<file path="src/rtl/gf_seq_adder.sv">
// Digit-serial integer / carry-less GF(2^m) adder; DIGIT_WIDTH bits per cycle, carry chained through a register.
// Latency: out_valid rises NUM_DIGITS cycles after the accept edge; one op per NUM_DIGITS+2 cycles minimum.
// Backpressure: in_ready only in IDLE; result and carry held stable in DONE until out_ready.
// Optional macro GF_SEQ_ADDER_SUB_EN: mode 2'b10 computes A-B as A + ~B + 1 (out_carry=1 means no borrow).
module gf_seq_adder #(
   parameter int DATA_WIDTH  = 32,
   parameter int DIGIT_WIDTH = 8
) (
   input  logic                  clk,
   input  logic                  resetn,
   input  logic                  in_valid,
   output logic                  in_ready,
   input  logic [1:0]            in_mode,
   input  logic [DATA_WIDTH-1:0] in_sum_a,
   input  logic [DATA_WIDTH-1:0] in_sum_b,
   output logic                  out_valid,
   input  logic                  out_ready,
   output logic [DATA_WIDTH-1:0] out_sum_result,
   output logic                  out_carry
);

   localparam int NUM_DIGITS = DATA_WIDTH / DIGIT_WIDTH;
   localparam int CNT_W      = (NUM_DIGITS > 1) ? $clog2(NUM_DIGITS) : 1;
   localparam logic [CNT_W-1:0] LAST_DIGIT = CNT_W'(NUM_DIGITS - 1);

   // A width that does not split into whole digits cannot be processed serially.
   generate
      if (DATA_WIDTH % DIGIT_WIDTH != 0) begin : g_bad_width
         $error("gf_seq_adder: DATA_WIDTH (%0d) must be a multiple of DIGIT_WIDTH (%0d)",
                DATA_WIDTH, DIGIT_WIDTH);
      end
   endgenerate

   typedef enum logic [1:0] {IDLE, RUN, DONE} state_t;

   state_t                  state;
   logic [DATA_WIDTH-1:0]   a_q;
   logic [DATA_WIDTH-1:0]   b_q;
   logic [DATA_WIDTH-1:0]   acc_q;
   logic                    gf_q;
   logic                    carry_q;
   logic [CNT_W-1:0]        cnt_q;
   logic [DATA_WIDTH-1:0]   out_sum_q;
   logic                    out_carry_q;
   logic                    out_valid_q;

   logic [DIGIT_WIDTH-1:0]  a_digit;
   logic [DIGIT_WIDTH-1:0]  b_digit;
   logic [DIGIT_WIDTH-1:0]  b_eff;
   logic [DIGIT_WIDTH:0]    digit_sum;
   logic [DIGIT_WIDTH-1:0]  digit;
   logic                    carry_next;
   logic [DATA_WIDTH-1:0]   acc_next;
   logic [DATA_WIDTH-1:0]   a_next;
   logic [DATA_WIDTH-1:0]   b_next;
   logic                    gf_sel;
   logic                    sub_sel;

`ifdef GF_SEQ_ADDER_SUB_EN
   logic                    sub_q;

   // Mode decode at accept: 01 is GF, 10 is subtract, 00/11 are integer add.
   always_comb begin
      gf_sel  = (in_mode == 2'b01);
      sub_sel = (in_mode == 2'b10);
   end

   // Subtraction feeds the inverted B digit; the +1 comes from the preset carry.
   always_comb begin
      b_eff = sub_q ? ~b_digit : b_digit;
   end
`else
   logic                    mode_hi_unused;

   assign mode_hi_unused = in_mode[1];

   // Without subtract support only the low mode bit matters: 10 acts as 00, 11 as 01.
   always_comb begin
      gf_sel  = in_mode[0];
      sub_sel = 1'b0;
   end

   // B digit passes straight through; no inversion path exists in this build.
   always_comb begin
      b_eff = b_digit;
   end
`endif

   // One digit of add (carry-chained) or carry-less XOR per RUN cycle.
   always_comb begin
      a_digit    = a_q[DIGIT_WIDTH-1:0];
      b_digit    = b_q[DIGIT_WIDTH-1:0];
      digit_sum  = (DIGIT_WIDTH+1)'(a_digit) + (DIGIT_WIDTH+1)'(b_eff) + (DIGIT_WIDTH+1)'(carry_q);
      digit      = gf_q ? (a_digit ^ b_digit) : digit_sum[DIGIT_WIDTH-1:0];
      carry_next = gf_q ? 1'b0 : digit_sum[DIGIT_WIDTH];
   end

   // Result digits enter at the MSB end; operands drain from the LSB end.
   generate
      if (NUM_DIGITS == 1) begin : g_single
         assign acc_next = digit;
         assign a_next   = '0;
         assign b_next   = '0;
      end else begin : g_multi
         assign acc_next = {digit, acc_q[DATA_WIDTH-1:DIGIT_WIDTH]};
         assign a_next   = {{DIGIT_WIDTH{1'b0}}, a_q[DATA_WIDTH-1:DIGIT_WIDTH]};
         assign b_next   = {{DIGIT_WIDTH{1'b0}}, b_q[DATA_WIDTH-1:DIGIT_WIDTH]};
      end
   endgenerate

   // Control FSM plus datapath registers; outputs load only on the final digit.
   always_ff @(posedge clk or negedge resetn) begin
      if (!resetn) begin
         state       <= IDLE;
         a_q         <= '0;
         b_q         <= '0;
         acc_q       <= '0;
         gf_q        <= 1'b0;
         carry_q     <= 1'b0;
         cnt_q       <= '0;
         out_sum_q   <= '0;
         out_carry_q <= 1'b0;
         out_valid_q <= 1'b0;
`ifdef GF_SEQ_ADDER_SUB_EN
         sub_q       <= 1'b0;
`endif
      end else begin
         case (state)
            IDLE: begin
               if (in_valid) begin
                  a_q     <= in_sum_a;
                  b_q     <= in_sum_b;
                  gf_q    <= gf_sel;
                  carry_q <= sub_sel;
                  cnt_q   <= '0;
`ifdef GF_SEQ_ADDER_SUB_EN
                  sub_q   <= sub_sel;
`endif
                  state   <= RUN;
               end
            end
            RUN: begin
               a_q     <= a_next;
               b_q     <= b_next;
               acc_q   <= acc_next;
               carry_q <= carry_next;
               cnt_q   <= cnt_q + CNT_W'(1);
               if (cnt_q == LAST_DIGIT) begin
                  out_sum_q   <= acc_next;
                  out_carry_q <= carry_next;
                  out_valid_q <= 1'b1;
                  state       <= DONE;
               end
            end
            DONE: begin
               if (out_ready) begin
                  out_valid_q <= 1'b0;
                  state       <= IDLE;
               end
            end
            default: begin
               out_valid_q <= 1'b0;
               state       <= IDLE;
            end
         endcase
      end
   end

   assign in_ready       = (state == IDLE);
   assign out_valid      = out_valid_q;
   assign out_sum_result = out_sum_q;
   assign out_carry      = out_carry_q;

endmodule

</file>
<file path="config.mk">
export PLATFORM = sky130hd
export DESIGN_NAME = gf_seq_adder
export DESIGN_NICKNAME = d
export VERILOG_FILES = /design/src/rtl/gf_seq_adder.sv
export SDC_FILE = /design/constraint.sdc
export NUM_CORES = 1
export LEC_CHECK = 0
export ABC_AREA = 1
export CAP_MARGIN = 25
export CORE_MARGIN = 4
export CORE_UTILIZATION = 55
export CTS_BUF_LIST = sky130_fd_sc_hd__clkbuf_4
export DETAILED_ROUTE_END_ITERATION = 10
export DONT_BUFFER_PORTS = 1
export GPL_TIMING_DRIVEN = 0
export PLACE_DENSITY = 0.8
export SETUP_SLACK_MARGIN = 0.1
export SYNTH_ARGS = -nofsm -noshare
export SYNTH_HDL_FRONTEND = slang
export SYNTH_SLANG_ARGS = --single-unit
</file>
<file path="constraint.sdc">
create_clock -name clk -period 3.6 [get_ports clk]
set_input_delay 0.9 -clock clk [delete_from_list [all_inputs] [get_ports clk]]
set_output_delay 0.9 -clock clk [all_outputs]
set_load 0.02 [all_outputs]
</file>
; ---- Word-level counts from Yosys, hierarchy flattened
; Cells that the tools add are included.
[op_classes]
addsub = 3
n_lt_le_gt_ge = 0
reduce_logical = 7
n_eq_ne = 6
div_mod_pow = 0
shifts = 0
n_bitwise = 2
muxes = 17
n_mul = 0
[op_table]
columns = op, n
row1 = $pmux W32 S2, 2
row2 = $mux W32, 2
row3 = $add A8 B8 Y9, 1
row4 = $add A9 B1 Y9, 1
row5 = $mux W2, 4
row6 = $mux W8, 1
row7 = $xor A8 B8 Y8, 1
row8 = $ne A2 B2 Y1 const B, 3
row9 = $pmux W2 S3, 1
row10 = $reduce_and A2 Y1, 3
row11 = $reduce_and A3 Y1, 2
row12 = $eq A2 B2 Y1 const B, 2
row13 = $mux W1, 4
row14 = $pmux W2 S2, 1
row15 = $pmux W1 S3, 1
row16 = $add A2 B1 Y2 const B, 1
row17 = $eq A2 B1 Y1 const B, 1
row18 = $logic_not A2 Y1, 1
row19 = $pmux W1 S2, 1
row20 = $reduce_bool A2 Y1, 1
row21 = $not A1 Y1, 1
[totals]
regBits = 136
n_memories = 0
latchBits = 0
input_bits = 70
out_inout_bits = 35
rom_bits = 0
wordCells = 45
ramBits = 0

; ---- Logic depth before layout (Yosys ltp)
[depth]
ltp_word = 4
depth_mapped = 11
depth_no_buf = 11

; ---- Least setup slack after synthesis
; No wires, ideal clock.
[synth_timing]
kind = input -> register
start = input in_valid
end = register cnt_q[1]
required_ps = 3479
slack_ps = 1688
path_buffers = 2
setup_ps = 121
path_stages = 6
t_arrival_ps = 1792
cell_sequence = clkbuf_1 -> nand2_2 -> nand2_4 -> inv_2 -> buf_4 -> a22o_1
[synth_via]
elab_chain_cells = 2
[synth_lines]
columns = element, line
row1 = "start, declared", 11  ; input logic in_valid,
row2 = $ne A2 B2 Y1 (no source line), -
row3 = $reduce_and A2 Y1 (no source line), -
row4 = "end signal, assigned", 147  ; cnt_q <= cnt_q + CNT_W'(1);
row5 = "end, declared", 42  ; logic [CNT_W-1:0] cnt_q;
; Every way passes these cells.
; A chain may end at the register's enable or synchronous reset.

; ---- Final worst setup path
[layout_timing]
start = register state[1]
end = output in_ready
[layout_via]
elab_chain_cells = 1
[layout_lines]
columns = element, line
row1 = "start, declared", 36  ; state_t state;
row2 = "start signal, assigned", 114  ; state <= IDLE;
row3 = "start signal, assigned", 139  ; state <= RUN;
row4 = "start signal, assigned", 152  ; state <= DONE;
row5 = $logic_not A2 Y1, 169  ; assign in_ready = (state == IDLE);
row6 = "end, declared", 12  ; output logic in_ready,
; Every way passes these cells.

==> impl.org <==
** Outcome
- Status :: complete, no violations

** Routing
- Summing over every cut layer, the via total after detailed routing is 4458.
- Post-route ant nets :: 0
- Routed vias/inst :: 5.80
- The pre-antenna-repair detailed-routing pass consisted of 5 iterations.
- Initial DRC count :: 333
- Wires add up to 13800 µm.
- Number of design rule violations left after detail routing :: 0
- Average wire per standard cell :: 17.9 µm

** Clock network
- Clock tree from TritonCTS :: yes
- Bufs on Longest Clock Path :: 2
- Later-pin clock latency in the skew report :: 0.54 ns
- After clock tree synthesis, the clock-pin slew on the worst setup and hold paths is 0.11 ns.
- The tree is rooted in a sky130_fd_sc_hd__clkbuf_4.
- CTS H-tree depth :: 4
- The number of clock buffers added by TritonCTS is 17.
- For this design, the sink count on the clock tree is 128.

** Yosys
- The number of nets handed over by synthesis was 683.
- Synthesis inferred 128 register bits.
- A synthesized cell averages 9.45 µm².
- After synthesis the cells add up to 5690 µm².
- Cells after synthesis :: 602
- After synthesis, the netlist uses 30 different library cells.
- Sequential elements use 56.3% of the synthesized area.
- Syn. warnings :: 0

** Floorplanning
- Number of I/O pins :: 105
- Starting density of the core :: 57.4%
- Die outline height :: 110 µm
- The floorplan step defined a die boundary enclosing 12000 µm².
- Standard-cell row count :: 36
- The core region is 9910 µm².
- The die is 110 µm wide.

** Critical path
- By startpoint and endpoint, the worst setup path is classified as reg -> out.
- Capturing element type of the critical path :: output pin
- Counting cells, the worst reg-to-reg path comes to 10.
- Largest fanout of any net on the critical path :: 10
- Across all register-to-register paths, the minimum setup slack is 1.71 ns.
- Required arrival time at the worst endpoint :: 2.70 ns
- STA classifies the critical path startpoint as a register.
- For the worst setup path, the data arrival time is 1.73 ns.
- The endpoint identified for the worst register-to-register timing path is out_sum_result[28].
- The worst register-to-register path begins at a_q[0].

** Placement
- Routability-driven placement finished with a final weighted congestion of 0.856.
- Number of port buffers :: 0
- The HPWL after detailed placement is 10100 µm.
- Summing all placed instances gives a cell area of 5860 µm².
- Number of instances in the placed design :: 735

** STA
- Hold is met by 0.0486 ns.
- The total count of max-transition violations in the final report was 0.
- Fmax :: 0.381 GHz
- Worst clock skew on the final layout :: 0.0121 ns
- Counting I/O delays and the setup requirement, the final critical path takes 2.63 ns.
- Hold Vio Cnt, Final :: 0
- Setup repair after global routing left no endpoint under its margin.
- Dividing the final minimum period by the clock period gives 73.0%.
- In this run the tightest slew margin relative to its limit is 59.3%.
- Setup total negative slack :: 0 ns
- Setup violations remaining at the end of the flow were counted as 0.
- For the pin with the worst max-slew slack, the measured transition is 0.609 ns.

** Min path
- The path class of the tightest hold or removal check is in -> async.

** Global routing
- Number of global-route vias before repair :: 4643
- Entering global routing, the biggest net connects 129 pins.
- Global-route wire length before repair :: 22300 µm
- After global routing the overflow that remains totals 0.
- Global routing consumed, over all layers together, 24.5% of the routing resources.
- Antenna violations before repair :: 0

** Power
- Leakage power figure :: 2.92 nW
- Worst IR Drop VDD :: 0.517 mV
- Dividing total power by cell area gives a power density of 1080 nW/µm².

** Layout
- In the layout the commonest cells are sky130_fd_sc_hd__dfrtp_1, sky130_fd_sc_hd__nand2_1, sky130_fd_sc_hd__inv_1.
- The count of cells in the finished layout, fillers not included, comes to 769.
- In the final layout, the share of cells above drive strength 1 is 10.5%.
- Leaving out fill and tap cells, the most frequent cell in the layout is sky130_fd_sc_hd__dfrtp_1.
- The finished cells cover 6170 µm².
- Relative to the synthesized area, the layout overhead comes to 8.42%.
- Number of diodes added for antenna fixing :: 0
- In the final design database the tool counted 704 nets.

** Run
- The tool flagged a number of max-cap violations equal to 0.
==> cell families (layout without fill, tap and decap cells) <==
| kind of cell | after synthesis | count (layout) | synth area share (%) |
|---|---|---|---|
| buf+inv | 125 | 159 | 8.88 |
| xor+xnor | 2 | 2 | 0.308 |
| flops | 128 | 128 | 56.3 |
| fa+ha+maj | 11 | 11 | 2.68 |
| compound gates | 137 | 137 | 16.4 |
| simple gates | 199 | 199 | 15.4 |
==> critical path, cell delays in order (launching register included) <==
cell                       delay [ns]
sky130_fd_sc_hd__dfrtp_1         0.46
sky130_fd_sc_hd__nor2_4          0.23
sky130_fd_sc_hd__clkbuf_1        0.49
==> stage by stage <==
| step | utilization (%) | worst slack, ns | power (mW) |
|---|---|---|---|
| after floorplan | - | 1.69 | 4.83 |
| after global placement | 59.1 | 1.44 | 5.46 |
| after detailed placement | 59.1 | 1.35 | 5.64 |
| after CTS | 62.1 | 0.933 | 6.66 |
| after global routing | 62.3 | 0.807 | 7.19 |
| final | 62.3 | 0.973 | 6.65 |
==> synth_stat cells, drive strengths merged <==
library cell / count / area share (%)
a21oi: 22 / 1.9
dfrtp: 128 / 56
nand3b: 1 / 0.13
nor3: 49 / 4.3
ha: 9 / 2.0
o21a: 14 / 1.8
buf: 18 / 1.8
or2: 1 / 0.11
fa: 2 / 0.70
a21boi: 1 / 0.13
nor2: 5 / 0.59
nand3: 28 / 2.5
o21bai: 2 / 0.26
xnor2: 1 / 0.15
o22ai: 1 / 0.11
a22o: 1 / 0.15
clkbuf: 18 / 1.2
xor2: 1 / 0.15
nand2: 115 / 7.8
a221oi: 34 / 6.6
o21ai: 62 / 5.5
inv: 89 / 5.9
==> timing repair <==
item	in CTS	in global routing
gates resized for setup	0	0
setup buffers	0	0
hold endpoints to repair	0	3
hold buffers	0	2
==> cell type report <==
type / instances / area (µm²)
clock buffer: 20 / 150
buffer: 36 / 171
clock inverter: 12 / 143
inverter: 89 / 334
fill: 828 / 3740
multi-input combinational: 349 / 1980
tap: 133 / 166
sequential: 128 / 3200
timing repair buffer: 2 / 20.0
==> report_power, final <==
part           internal, mW  switching (mW)
Sequential             2.12           0.528
Combinational          1.07            1.92
Clock                 0.495           0.526
Total                  3.68            2.97
==> registers in the layout, indices dropped and copies added (netlist names) <==
register	count
a_q	32
carry_q	1
b_q	32
gf_q	1
out_sum_result	32
acc_q	24
state	2
cnt_q	2
out_valid	1
out_carry	1
==> how the worst max path moves through the flow <==
stage | end | slack [ns] | cells past startpoint | startpoint
floorplan | cnt_q[1] | 1.69 | 6 | in_valid
global placement | a_q[31] | 1.44 | 5 | in_valid
detailed placement | a_q[31] | 1.35 | 5 | in_valid
CTS | in_ready | 0.93 | 2 | state[1]
global route | in_ready | 0.81 | 2 | state[1]
finish | in_ready | 0.97 | 2 | state[1]
==> layer usage <==
layer | wire (µm) | vias up | track usage [%]
li1 | - | 2054 | -
met1 | 5380 | 2182 | 29.1
met2 | 6830 | 187 | 40.1
met3 | 1190 | 35 | 9.28
met4 | 388 | 0 | 10.2
met5 | 0 | - | 0
No activity file was read; power rests on OpenSTA's default activity.
